File: config.mk
export PLATFORM = sky130hd
export DESIGN_NAME = log_uart_tx
export DESIGN_NICKNAME = d
export VERILOG_FILES = /design/src/rtl/log_uart_tx.sv
export SDC_FILE = /design/constraint.sdc
export NUM_CORES = 1
export LEC_CHECK = 0
export ABC_AREA = 1
export CORE_MARGIN = 8
export CORE_UTILIZATION = 58
export CTS_CLUSTER_SIZE = 24
export DETAILED_ROUTE_END_ITERATION = 10
export PLACE_DENSITY = 0.85
export SYNTH_ARGS = -nofsm -noshare
export SYNTH_HDL_FRONTEND = slang
export SYNTH_SLANG_ARGS = --single-unit
File: constraint.sdc
create_clock -name clk -period 2.39 [get_ports clk]
set_input_delay 0.3585 -clock clk [delete_from_list [all_inputs] [get_ports clk]]
set_output_delay 0.3585 -clock clk [all_outputs]
set_load 0.005 [all_outputs]
File: src/rtl/log_uart_tx.sv
// Drains 32-bit words from a logger FIFO and sends each as four 8N1 UART bytes,
// least significant byte first.
module log_uart_tx #(
  parameter int CLKS_PER_BIT = 868
) (
  input  logic        clk,
  input  logic        reset,
  input  logic        fifo_empty,
  input  logic [31:0] fifo_read_data,
  output logic        read_enable,
  output logic        tx,
  output logic        busy,
  output logic        word_done
);

  localparam int CNT_W = (CLKS_PER_BIT > 1) ? $clog2(CLKS_PER_BIT) : 1;
  localparam logic [CNT_W-1:0] BAUD_LAST = CNT_W'(CLKS_PER_BIT - 1);

  typedef enum logic [2:0] {
    IDLE,
    FETCH,
    LOAD,
    START,
    DATA,
    STOP
  } state_t;

  state_t            state_q, state_d;
  logic [CNT_W-1:0]  baud_q, baud_d;
  logic [2:0]        bit_q, bit_d;
  logic [1:0]        byte_q, byte_d;
  logic [31:0]       shift_q, shift_d;
  logic              tx_q, tx_d;
  logic              word_done_q, word_done_d;
  logic              armed_q, armed_d;
  logic              baud_end;

  assign baud_end  = (baud_q == BAUD_LAST);
  assign tx        = tx_q;
  assign word_done = word_done_q;
  assign busy      = (state_q != IDLE);

  always_ff @(posedge clk or negedge reset) begin
    if (!reset) begin
      state_q     <= IDLE;
      baud_q      <= '0;
      bit_q       <= '0;
      byte_q      <= '0;
      shift_q     <= '0;
      tx_q        <= 1'b1;
      word_done_q <= 1'b0;
      armed_q     <= 1'b0;
    end else begin
      state_q     <= state_d;
      baud_q      <= baud_d;
      bit_q       <= bit_d;
      byte_q      <= byte_d;
      shift_q     <= shift_d;
      tx_q        <= tx_d;
      word_done_q <= word_done_d;
      armed_q     <= armed_d;
    end
  end

  always_comb begin
    state_d     = state_q;
    baud_d      = baud_q;
    bit_d       = bit_q;
    byte_d      = byte_q;
    shift_d     = shift_q;
    word_done_d = 1'b0;
    armed_d     = 1'b1;
    read_enable = 1'b0;

    unique case (state_q)
      IDLE: begin
        // armed_q holds off the first fetch by one edge after reset release
        if (armed_q && !fifo_empty) state_d = FETCH;
      end
      FETCH: begin
        read_enable = 1'b1;
        state_d     = LOAD;
      end
      LOAD: begin
        shift_d = fifo_read_data;
        byte_d  = '0;
        bit_d   = '0;
        baud_d  = '0;
        state_d = START;
      end
      START: begin
        if (baud_end) begin
          baud_d  = '0;
          bit_d   = '0;
          state_d = DATA;
        end else begin
          baud_d = baud_q + 1'b1;
        end
      end
      DATA: begin
        if (baud_end) begin
          baud_d  = '0;
          shift_d = {1'b0, shift_q[31:1]};
          if (bit_q == 3'd7) state_d = STOP;
          else bit_d = bit_q + 1'b1;
        end else begin
          baud_d = baud_q + 1'b1;
        end
      end
      STOP: begin
        if (baud_end) begin
          baud_d = '0;
          if (byte_q == 2'd3) begin
            word_done_d = 1'b1;
            state_d     = IDLE;
          end else begin
            byte_d  = byte_q + 1'b1;
            state_d = START;
          end
        end else begin
          baud_d = baud_q + 1'b1;
        end
      end
      default: state_d = IDLE;
    endcase

    // tx is registered from the next state so it lines up with state_q
    unique case (state_d)
      START:   tx_d = 1'b0;
      DATA:    tx_d = shift_d[0];
      default: tx_d = 1'b1;
    endcase
  end

endmodule

* Word-level counts from Yosys, hierarchy flattened
Index checks and enable logic that the tools add are counted.
** Word-level totals
- Register bits :: 53
- Input port bits :: 35
- Output and inout port bits :: 4
- Word-level logic and storage cells :: 62
** Cells by class
- $add $sub $neg :: 3
- Equal/unequal tests :: 15
- Mux-type cells :: 23
- Reductions and logical operators :: 12
** Operators with widths (number)
- $pmux W32 S2 :: 1
- $mux W32 :: 1
- $mux W3 :: 8
- $pmux W10 S2 :: 1
- $pmux W3 S6 :: 1
- $eq A3 B3 Y1 const B :: 4
- $add A10 B1 Y10 const B :: 1
- $eq A10 B10 Y1 const B :: 1
- $mux W10 :: 1
- $ne A2 B2 Y1 const B :: 5
- $eq A3 B2 Y1 const B :: 3
- $pmux W3 S3 :: 1
- $mux W2 :: 3
- $reduce_bool A2 Y1 :: 3
- $reduce_bool A3 Y1 :: 2
- $mux W1 :: 4
- $pmux W2 S2 :: 1
- $reduce_and A4 Y1 :: 1
- $add A3 B1 Y3 const B :: 1
- $eq A3 B1 Y1 const B :: 1
- $logic_not A3 Y1 :: 1
- $reduce_and A3 Y1 :: 1
- $reduce_or A3 Y1 :: 1
- $add A2 B1 Y2 const B :: 1
- 5 further kinds :: 5

* Depth between registers and ports, before layout
- Word-level depth :: 6
- Mapped depth :: 10
- Depth with buffers taken out :: 10

* Least setup slack after synthesis
OpenSTA, ideal clock, no wires.
- Kind :: flip-flop to flip-flop
- Start point :: register baud_q[0]
- End point :: register shift_q[10]
- Arrival :: 1354 ps
- Path slack :: 912 ps
- Stages on the path, launching flop included :: 10
- Clock period less this slack :: 1478 ps
- Cell sequence :: dfrtp_1 > ha_1 > nand2_2 > nor2_4 > nand3_4 > nand2_2 > nand2_4 > buf_6 > nand2_1 > nand2_1
** On the way
- Cells in the longest elaborated chain, start to end :: 3
** Ends and longest elaborated chain
- from (decl) :: RTL line 29 : logic [CNT_W-1:0] baud_q, baud_d;
- from (signal assigned) :: RTL line 55 : baud_q <= baud_d;
- $eq A10 B10 Y1 :: RTL line 38 : assign baud_end = (baud_q == BAUD_LAST);
- $ne A2 B2 Y1 (no source line)
- $reduce_and A2 Y1 (no source line)
- to (signal assigned) :: RTL line 58 : shift_q <= shift_d;
- to (decl) :: RTL line 32 : logic [31:0] shift_q, shift_d;
Every way passes these cells.
A chain may end at the register's enable or synchronous reset.

* Worst setup path after layout
- Start point :: register state_q[0]
- End point :: output port read_enable
** On the way
- Cells in the longest elaborated chain, start to end :: 2
** Ends and longest elaborated chain
- from (decl) :: RTL line 28 : state_t state_q, state_d;
- from (signal assigned) :: RTL line 54 : state_q <= state_d;
- $eq A3 B1 Y1 :: RTL line 75 : unique case (state_q)
- $mux W1 :: RTL line 75
- to (decl) :: RTL line 10 : output logic read_enable,
Every way passes these cells.

==> metrics.md <==
| Metric | Value |
|---|---|
| Status | `completed` |
| Cts-stage hold buffer count | `0` |
| GR Overflow Total | `0` |
| Reg2reg end | `tx` |
| Kind of path behind the tightest hold check | `in2async` |
| R2R Path Start | `baud_q[0]` |
| Minimum clock period | `between 1500 and 2000 ps` |
| PostCTS Resize Cnt | `0` |
| Synth Instances | `approximately 300` |
| RSZ-0062 raised after global routing | `no` |
| Final Max Tran Viols | `0` |
| Crit Path Category | `reg2out` |
| Critical path launch point type | `register` |
| Req. time, crit path | `between 2000 and 2500 ps` |
| Yosys cell types | `32` |
| Mapped cell area | `about 0.0027 sq mm` |
| Clock buffer count from CTS | `5` |
| Post-route antenna net violation count | `0` |
| Initial core utilization | `around three fifths` |
| Fin nets | `about 370` |
| Crit path DAT | `1560 ps` |
| Relative slew slack | `~57%` |
| Longest Clk Path Bufs | `2` |
| Via density | `around 5.6` |
| Vias in the first global route | `between 2000 and 2500` |
| Sequential-to-total area share from yosys stat | `between 40% and 50%` |
| Worst Path Max Fanout | `4` |
| Skew-Pair Late Insertion Delay | `310 ps` |
| Worst vdd ir | `~0.33 mV` |
| R2r setup slk | `between 500 and 600 ps` |
| Multiplexer share of the synthesized area | `0%` |
| Crit. End Element | `output port` |
| Final setup viols | `0` |
| LEAKAGE | `around 1.5 nW` |
| Final hold slack | `roughly 140 ps` |
| Main combinational cell family by area after synthesis | `simple AND/OR/NAND/NOR gates` |
| 1st-pass router iterations | `4` |
| Routability Congestion | `0.8957` |
| N_diodes | `0` |
| Simple-gate share of the synthesized area | `between 20% and 30%` |
| Biggest area consumer among synthesized cells | `dfrtp_1` |
| Top cell type's share of synthesized area | `roughly half` |
| Ys Warns | `0` |
| Chip height | `83.92 microns` |
| GR Util All Layers | `roughly 17%` |
| Compound-Gate Fraction of Synth Area | `a little over an eighth` |
| XOR/XNOR Fraction of Synth Area | `less than 1%` |
| Share of layout cells above drive strength 1 | `about 11%` |
| Mapped Avg Cell Area | `just under 9 sq um` |
| Hpwl dp | `3952 microns` |
| Vias | `between 2000 and 2500` |
| Area grow syn2layout | `17.21%` |
| Reg2Reg Depth | `10` |
| Fin Setup TNS | `0 ps` |
| Pin count of the biggest net entering global routing | `54` |
| Final hold violation count | `0` |
| Max_cap viols | `0` |
| Adder-cell share of the synthesized area | `approximately 1.9%` |
| Die X | `around 84 microns` |
| Syn_nets | `~340` |
| First-pass GRT wire length | `between 9000 and 10000 microns` |
| Clock Skew | `between 9 and 10 ps` |
| H-tree levels | `2` |
| Initial DRC Count | `approximately 120` |
| Setup Fix Bufs, Post-CTS | `0` |
| Top cells by area in the synthesized netlist | `dfrtp_1 49%, nand2_1 13%, a32oi_1 9.8%, nand3_1 3.2%, inv_1 2.5%` |
| Antenna violations before repair | `0` |
| FMAX | `522.3 MHz` |
| Drt wl/cell | `approximately 15 microns` |
| CTS root buffer | `clkbuf_8` |
| Die area | `around 0.007 sq mm` |
| Count of input and output buffers | `38` |
| DRC viols | `0` |
| Power per Cell Area | `497.9 mW/mm^2` |
| Core box area | `0.004414 sq mm` |
| Final Cycle Share | `roughly 80%` |
| Flops & latches, synth | `between 50 and 60` |
| Total clock sinks | `53` |
| I/O pin cnt | `39` |
| Post-Route WL | `between 5000 and 6000 microns` |
| FP Rows | `24` |
| CTS tree | `built` |
| Clock slew at reported path FFs | `around 100 ps` |
| Worst-margin pin slew | `roughly 640 ps` |
-- power by group --
part           total, W  switching [W]  internal, W
Sequential     0.000940      0.0000152     0.000924
Clock          0.000521       0.000307     0.000213
Combinational  0.000101      0.0000392    0.0000616
-- logic make-up (layout without fill, tap and decap cells) --
logic type	Yosys count	after routing
flip-flops	53	53
AO/OA/AOI/OAI	48	48
other	1	1
XOR/XNOR	3	3
AND/OR/NAND/NOR	154	154
adder cells (fa/ha/maj)	4	4
buffers and inverters	36	73
-- per-layer routing --
metal	vias up	GRT usage [%]	wire [microns]
met3	9	4.492	325
li1	1090	-	-
met2	53	24.49	2626
met4	0	7.535	93
met5	-	0	0
met1	1024	21.92	2662
-- registers in the layout, summed over array words and instances, names as in the netlist --
register	cells
armed_q	1
baud_q	10
bit_q	3
byte_q	2
shift_q	32
state_q	3
tx	1
word_done	1
-- cell type report --
type	count	area, sq um
multi-input combinational	210	1157
tap	52	65.06
clock buffer	5	68.82
clock inverter	3	26.28
sequential	53	1328
inverter	24	92.59
timing repair buffer	41	397.9
fill	344	1279
-- cells in the final DEF (no fill, tap or decap), types with 5 or more instances in the layout --
cell	netlist	routed
o21ai_1	7	7
inv_1	18	18
clkbuf_8	0	5
a32oi_1	30	30
o21ai_0	5	5
nor2_1	15	15
nand2_2	9	9
nand3_1	17	17
nand2_1	96	96
clkdlybuf4s50_1	0	37
dfrtp_1	52	52
-- synth_stat cells --
master    number
o22ai_1        4
inv_4          1
nand3_4        1
nand3_1       17
nor4_1         1
conb_1         1
dfstp_2        1
buf_2          6
inv_2          4
xnor2_1        1
o21ai_0        5
clkinv_1       1
nor2_1        15
inv_1         18
nor2_4         2
o21ai_1        7
a32oi_1       30
buf_6          6
nand2_2        9
o211ai_1       1
or2_1          1
dfrtp_1       52
nor3_1         2
xor2_1         2
a22o_1         1
ha_1           4
nand2_1       96
nor2_2         4
nor4_4         1
nand2_4        1
nor3_4         1
nand4_1        3
-- stage by stage --
step / worst slack (ps) / util (%) / power [W] / instance area, sq um / cells
after floorplan: 912.1 / - / 0.0009765 / 2675 / 299
after global placement: 669.9 / 68.88 / 0.001057 / 3040 / 380
after detailed placement: 591.4 / 68.88 / 0.001059 / 3040 / 380
after CTS: 464.5 / 71.03 / 0.001581 / 3136 / 388
after global routing: 343.3 / 71.03 / 0.001628 / 3136 / 388
final: 475.2 / 71.03 / 0.001561 / 3136 / 388
-- worst max-delay path, stage by stage, from the launching register on --
cell and delay (ps):
dfrtp_1 410, inv_1 100, nor3_1 200, clkdlybuf4s50_1 550
-- how the worst max path moves through the flow --
stage	to	from	slack, ps	depth (start not counted)
floorplan	shift_q[10]	baud_q[0]	910	9
global placement	tx	baud_q[0]	670	10
detailed placement	tx	baud_q[0]	590	10
CTS	read_enable	state_q[0]	460	3
global route	tx	baud_q[0]	340	10
finish	read_enable	state_q[0]	480	3
Note: power is estimated with default switching activity, not from simulation.
